## config.mk

```make
export PLATFORM = sky130hd
export DESIGN_NAME = fifo_wr_arbiter_ctrl
export DESIGN_NICKNAME = d
export VERILOG_FILES = /design/src/rtl/fifo_wr_arbiter_ctrl.sv
export SDC_FILE = /design/constraint.sdc
export NUM_CORES = 1
export LEC_CHECK = 0
export BUFFER_PORTS_ARGS = -buffer_cell sky130_fd_sc_hd__buf_2
export CAP_MARGIN = 20
export CORE_MARGIN = 3
export CORE_UTILIZATION = 35
export DETAILED_ROUTE_END_ITERATION = 10
export GPL_TIMING_DRIVEN = 0
export HOLD_SLACK_MARGIN = 0.08
export PLACE_DENSITY = 0.71
export RECOVER_POWER = 100
export SKIP_LAST_GASP = 1
export SLEW_MARGIN = 20
export SYNTH_ARGS = -nofsm -noshare
export SYNTH_HDL_FRONTEND = slang
export SYNTH_SLANG_ARGS = --single-unit
```

## constraint.sdc

```tcl
create_clock -name CLK -period 1.7 [get_ports CLK]
set_input_delay 0.085 -clock CLK [delete_from_list [all_inputs] [get_ports CLK]]
set_output_delay 0.085 -clock CLK [all_outputs]
set_load 0.01 [all_outputs]
```

## src/rtl/fifo_wr_arbiter_ctrl.sv

```systemverilog
// -----------------------------------------------------------------------------
// fifo_wr_arbiter_ctrl
//
// Purpose:
//   Controller for a single-clock FIFO memory. It owns the write and read
//   pointers, derives full/empty status, and shares the memory's single write
//   port between two requesters using round-robin arbitration. All memory
//   address, write-enable and write-data traffic is produced here, and
//   consumers pop through the read side.
//
// Handshake semantics (applies to every request/grant and pop in this block):
//   A requester holds reqN high with valid wdataN. In any cycle where gntN is
//   high, the word is written to memory at the next rising CLK edge. A request
//   seen while gntN is low is not consumed. A pop is accepted in any cycle with
//   rd_en && !empty. rd_data is valid in that same cycle and the read pointer
//   advances at the edge.
//
// Ports:
//   CLK, RST          clock and synchronous active-high reset
//   req0/req1         write requests
//   wdata0/wdata1     write data per requester
//   gnt0/gnt1         combinational grants
//   rd_en             pop request
//   rd_data           head word (mem_rdata passthrough)
//   empty/full        registered-pointer status
//   drop_err          sticky: a request arrived while full
//   mem_winc          memory write enable
//   mem_wfull         copy of full for the memory
//   mem_waddr         memory write address
//   mem_wdata         memory write data
//   mem_raddr         memory read address
//   mem_rdata         memory combinational read data
//   almost_full       occupancy >= AF_LEVEL. This output exists only when
//                     FIFO_CTRL_ALMOST_FULL_EN is defined.
//
// Configuration macro: FIFO_CTRL_ALMOST_FULL_EN
// -----------------------------------------------------------------------------
module fifo_wr_arbiter_ctrl #(
    parameter int DATA_WIDTH = 8,
    parameter int ADRRSIZE   = 3,
    parameter int AF_LEVEL   = 6
) (
    input  logic                  CLK,
    input  logic                  RST,
    input  logic                  req0,
    input  logic                  req1,
    input  logic [DATA_WIDTH-1:0] wdata0,
    input  logic [DATA_WIDTH-1:0] wdata1,
    output logic                  gnt0,
    output logic                  gnt1,
    input  logic                  rd_en,
    output logic [DATA_WIDTH-1:0] rd_data,
    output logic                  empty,
    output logic                  full,
    output logic                  drop_err,
    output logic                  mem_winc,
    output logic                  mem_wfull,
    output logic [ADRRSIZE-1:0]   mem_waddr,
    output logic [DATA_WIDTH-1:0] mem_wdata,
    output logic [ADRRSIZE-1:0]   mem_raddr,
    input  logic [DATA_WIDTH-1:0] mem_rdata
`ifdef FIFO_CTRL_ALMOST_FULL_EN
    ,
    output logic                  almost_full
`endif
);

    // Pointer width carries one extra wrap bit above the address bits.
    localparam int PW = ADRRSIZE + 1;
    localparam logic [PW-1:0] PTR_ONE = PW'(1);

    logic [PW-1:0] wptr;
    logic [PW-1:0] rptr;
    logic [PW-1:0] wptr_next;
    logic [PW-1:0] rptr_next;
    logic          last_gnt;   // 0: requester 0 won last, 1: requester 1 won last
    logic          last_gnt_next;
    logic          wr_go;
    logic          rd_go;
    logic          any_req;

    // -------------------------------------------------------------------------
    // Status from registered pointers only. These do not depend on req or rd_en.
    // -------------------------------------------------------------------------
    assign empty     = (wptr == rptr);
    assign full      = (wptr[PW-1] != rptr[PW-1]) &&
                       (wptr[ADRRSIZE-1:0] == rptr[ADRRSIZE-1:0]);
    assign mem_wfull = full;

    assign mem_waddr = wptr[ADRRSIZE-1:0];
    assign mem_raddr = rptr[ADRRSIZE-1:0];
    assign rd_data   = mem_rdata;

    // -------------------------------------------------------------------------
    // Round-robin arbitration. On a tie, the requester that did not win last
    // time is granted. Grants are masked while full and while in reset, so a
    // reset cycle never writes to memory.
    // -------------------------------------------------------------------------
    always_comb begin
        gnt0 = 1'b0;
        gnt1 = 1'b0;
        if (!RST && !full) begin
            if (req0 && req1) begin
                gnt0 = last_gnt;
                gnt1 = !last_gnt;
            end else begin
                gnt0 = req0;
                gnt1 = req1;
            end
        end
    end

    assign wr_go     = gnt0 | gnt1;
    assign mem_winc  = wr_go;
    assign mem_wdata = gnt0 ? wdata0 : wdata1;

    // A pop on an empty FIFO is ignored. Because empty comes from registered
    // pointers, a write and a pop on an empty FIFO in the same cycle accept
    // only the write.
    assign rd_go   = !RST && rd_en && !empty;
    assign any_req = req0 | req1;

    // -------------------------------------------------------------------------
    // Next-state logic
    // -------------------------------------------------------------------------
    always_comb begin
        wptr_next     = wptr;
        rptr_next     = rptr;
        last_gnt_next = last_gnt;
        if (wr_go) begin
            wptr_next     = wptr + PTR_ONE;
            last_gnt_next = gnt1;
        end
        if (rd_go) begin
            rptr_next = rptr + PTR_ONE;
        end
    end

    // -------------------------------------------------------------------------
    // State registers
    // -------------------------------------------------------------------------
    always_ff @(posedge CLK) begin
        if (RST) begin
            wptr     <= '0;
            rptr     <= '0;
            last_gnt <= 1'b1;   // requester 0 wins the first tie
            drop_err <= 1'b0;
        end else begin
            wptr     <= wptr_next;
            rptr     <= rptr_next;
            last_gnt <= last_gnt_next;
            if (any_req && full) begin
                drop_err <= 1'b1;
            end
        end
    end

`ifdef FIFO_CTRL_ALMOST_FULL_EN
    // -------------------------------------------------------------------------
    // Almost-full is registered from post-update occupancy, so it moves on the
    // same edge as full. The modulo difference of the wrap-bit pointers gives
    // the occupancy, which is 0..2^ADRRSIZE.
    // -------------------------------------------------------------------------
    localparam logic [PW-1:0] AF_THR = PW'(AF_LEVEL);
    logic [PW-1:0] occ_next;

    assign occ_next = wptr_next - rptr_next;

    always_ff @(posedge CLK) begin
        if (RST) begin
            almost_full <= 1'b0;
        end else begin
            almost_full <= (occ_next >= AF_THR);
        end
    end
`endif

endmodule

```

==> reports/metrics.yaml <==
run_status:
  status: "finished with violations"
  violations: "setup timing"
cts:
  clkTransAtPathRegs_ns: 0.07
  cts-root-buf: "clkbuf_4"
  htree_levels: 1
  cts_buffers: 3
  clock-sinks: 10
  clk_latency_ns: 0.26
  clock_path_buffers: 2
  cts_tree: "done"
yosys:
  syn_inst: 90
  synth_top_area_cell: "dfxtp_1"
  syn_nets: 121
  syn_area_per_cell_um2: 8.81
  synthTopCellsByArea: "dfxtp_1 25%, buf_4 14%, mux2_2 11%"
  ys_warn_count: 0
  yosysTopAreaCellShare_pct: 25.2
  yosysSeqAreaShare_pct: 25.2
  yosysUniqueCellTypes: 27
  ys_ff_latch: 10
  synthesis.area_um2: 793
grt:
  grt_pass1_wl_um: 4110
  grt_start_max_net_pins: 11
  gr-total-overflow: 0
  antenna_found_initial: 0
  globalRouteTotalUtil_pct: 19.7
  grt_pass1_vias: 872
power:
  switchingPower_mw: 0.335
  swShare_pct: 36.7
  internal_power_mw: 0.578
  seqPwrFrac_pct: 32.3
  p_per_area_nw_per_um2: 645
  p_leak_nw: 0.635
  comb_power_share_pct: 50.0
  p_total_mw: 0.913
  peakVddDrop_mv: 0.494
  clock_power_share_pct: 17.7
layout:
  final_cell_mix: "30 x buf_2, 24 x buf_4, 11 x buf_6, 10 x clkbuf_1"
  stdcell_count: 182
  mostFrequentLayoutCell: "buf_2"
  area_growth_pct: 78.4
  drive_above_1_share_pct: 63.9
  antennaDiodeCount: 0
  nets: 188
worst_setup_path:
  r2r-start: "wptr[3]$_SDFFE_PP0P_"
  setup.worst_path.end_class: "primary output"
  cp-start-kind: "register"
  critPathRequiredTime_ns: 1.62
  path_class: "reg2out"
  critPathArrivalTime_ns: 1.84
  critPathMaxFanout: 8
  worstSetupStartpoint: "rptr[2]$_SDFFE_PP0P_"
sta:
  fin_crit_ns: 1.92
  final.period_utilization_pct: 113
  setup_viol: 13
  rsz0062_at_grt: "true"
  finClkSkew_ns: 0.00284
  fmax_mhz: 520
  worst_slack_ns: -0.224
  slew_headroom_pct: 56.1
  worst_pin_slew_ns: 0.650
  final_max_slew_viol_count: 0
  hold_viol_final: 0
place:
  dp_cells: 166
  portBuffers: 49
  dpl.hpwl_um: 1670
  place_congestion: 0.790
min_path:
  hp-start: "RST"
  hp-class: "in2reg"
drt:
  routedWlPerCell_um: 14.5
  vias_per_cell: 5.16
  drc: 0
  vias: 940
  first_pass_iters: 4
  final_antenna_net_count: 0
  routed_wl_um: 2640
  drt_iter0_drc: 18
floorplan:
  die_h_um: 53.6
  dieArea_um2: 2870
  fp.dieW_um: 53.6
  initial_core_util_pct: 38.5
  num_io_pins: 58
  core-area_um2: 2060
  rows: 16
run:
  max-cap-violations: 0
-- final cells by class --
| cell class | instances | area, um2 |
|---|---|---|
| Tap cell | 27 | 33.8 |
| Fill cell | 154 | 647 |
| Buffer | 16 | 120 |
| Multi-Input combinational cell | 62 | 583 |
| Clock buffer | 3 | 22.5 |
| Inverter | 2 | 7.51 |
| Timing Repair Buffer | 62 | 418 |
| Sequential cell | 10 | 230 |
-- per-layer routing --
layer / track usage (%) / part of all wire (%)
met1: 27.5 / 40
met2: 31.0 / 54
met3: 3.60 / 5.6
met4: 5.11 / 0.68
met5: 0 / 0
-- worst max-delay path: stages (launching register included) --
cell and delay [ns]:
dfxtp_4 0.37, xor2_4 0.19, nor4_4 0.36, nor3_4 0.10, buf_12 0.15, mux2_4 0.29
buf_6 0.12
-- registers in the layout, summed over array words and instances (netlist names) --
register  flops
last_gnt      1
wptr          4
drop_err      1
rptr          4
-- final timing paths --
kind	to	slack [ns]	cells past startpoint
setup reg to reg	rptr[1]$_SDFFE_PP0P_	-0.06	5
setup / recovery	mem_wdata[0]	-0.22	6
hold / removal	last_gnt$_SDFFE_PP1P_	0.14	2
hold reg to reg	drop_err$_SDFFE_PP0P_	0.45	2
-- cell usage after synthesis --
library cell and instances:
buf_4 15, dfxtp_1 10, mux2_2 8, nor2_1 8
o21ai_0 8, xnor2_1 6, xor2_1 5, a21oi_1 4
nand2_1 4, a41oi_1 2, ha_1 2, inv_1 2
nor3_1 2, a2111oi_0 1, a211o_1 1, a31oi_1 1
and4_2 1, clkbuf_1 1, mux2i_1 1, nand3_1 1
nand4_1 1, nor3_4 1, nor4_4 1, o2111ai_1 1
o21bai_1 1, o41ai_1 1, or3_2 1
-- power by group through the flow --
stage               sequential, mW  combinational [mW]  clock (mW)
floorplan                    0.301               0.228           0
global placement             0.307               0.329           0
detailed placement           0.310               0.338           0
CTS                          0.296               0.436       0.169
global route                 0.299               0.497       0.183
finish                       0.295               0.457       0.161
-- through the flow --
stage | hold slack [ns] | utilization, % | TNS [ns] | worst slack, ns | area [um2]
2_1_floorplan | 0.179 | - | 0 | 0.00456 | 822
3_3_place_gp | 0.352 | 53.4 | -1.36 | -0.191 | 1100
3_5_place_dp | 0.353 | 53.4 | -1.54 | -0.208 | 1100
4_1_cts | 0.112 | 66.6 | -1.72 | -0.206 | 1370
5_1_grt | 0.135 | 68.6 | -2.64 | -0.265 | 1420
6_report | 0.140 | 68.6 | -1.83 | -0.224 | 1420
-- kinds of logic after synthesis --
logic type,share of synthesized area (%)
AOI/OAI and AO/OA,15.9
xor gates and xnor gates,12.1
adders and majority gates,3.15
buffers and inverters,15.6
DFF,25.2
muxes,12.6
and+or+nand+nor,15.3
-- timing repair --
action | 4_1_cts | 5_1_grt
buffers inserted | 10 | 4
gates resized for setup | 32 | 6
hold buffers | 0 | 0
pin swaps | 7 | 6
setup endpoints to repair | 15 | 18
gates cloned | 1 | 0
Note: power is estimated with default switching activity, not from simulation.
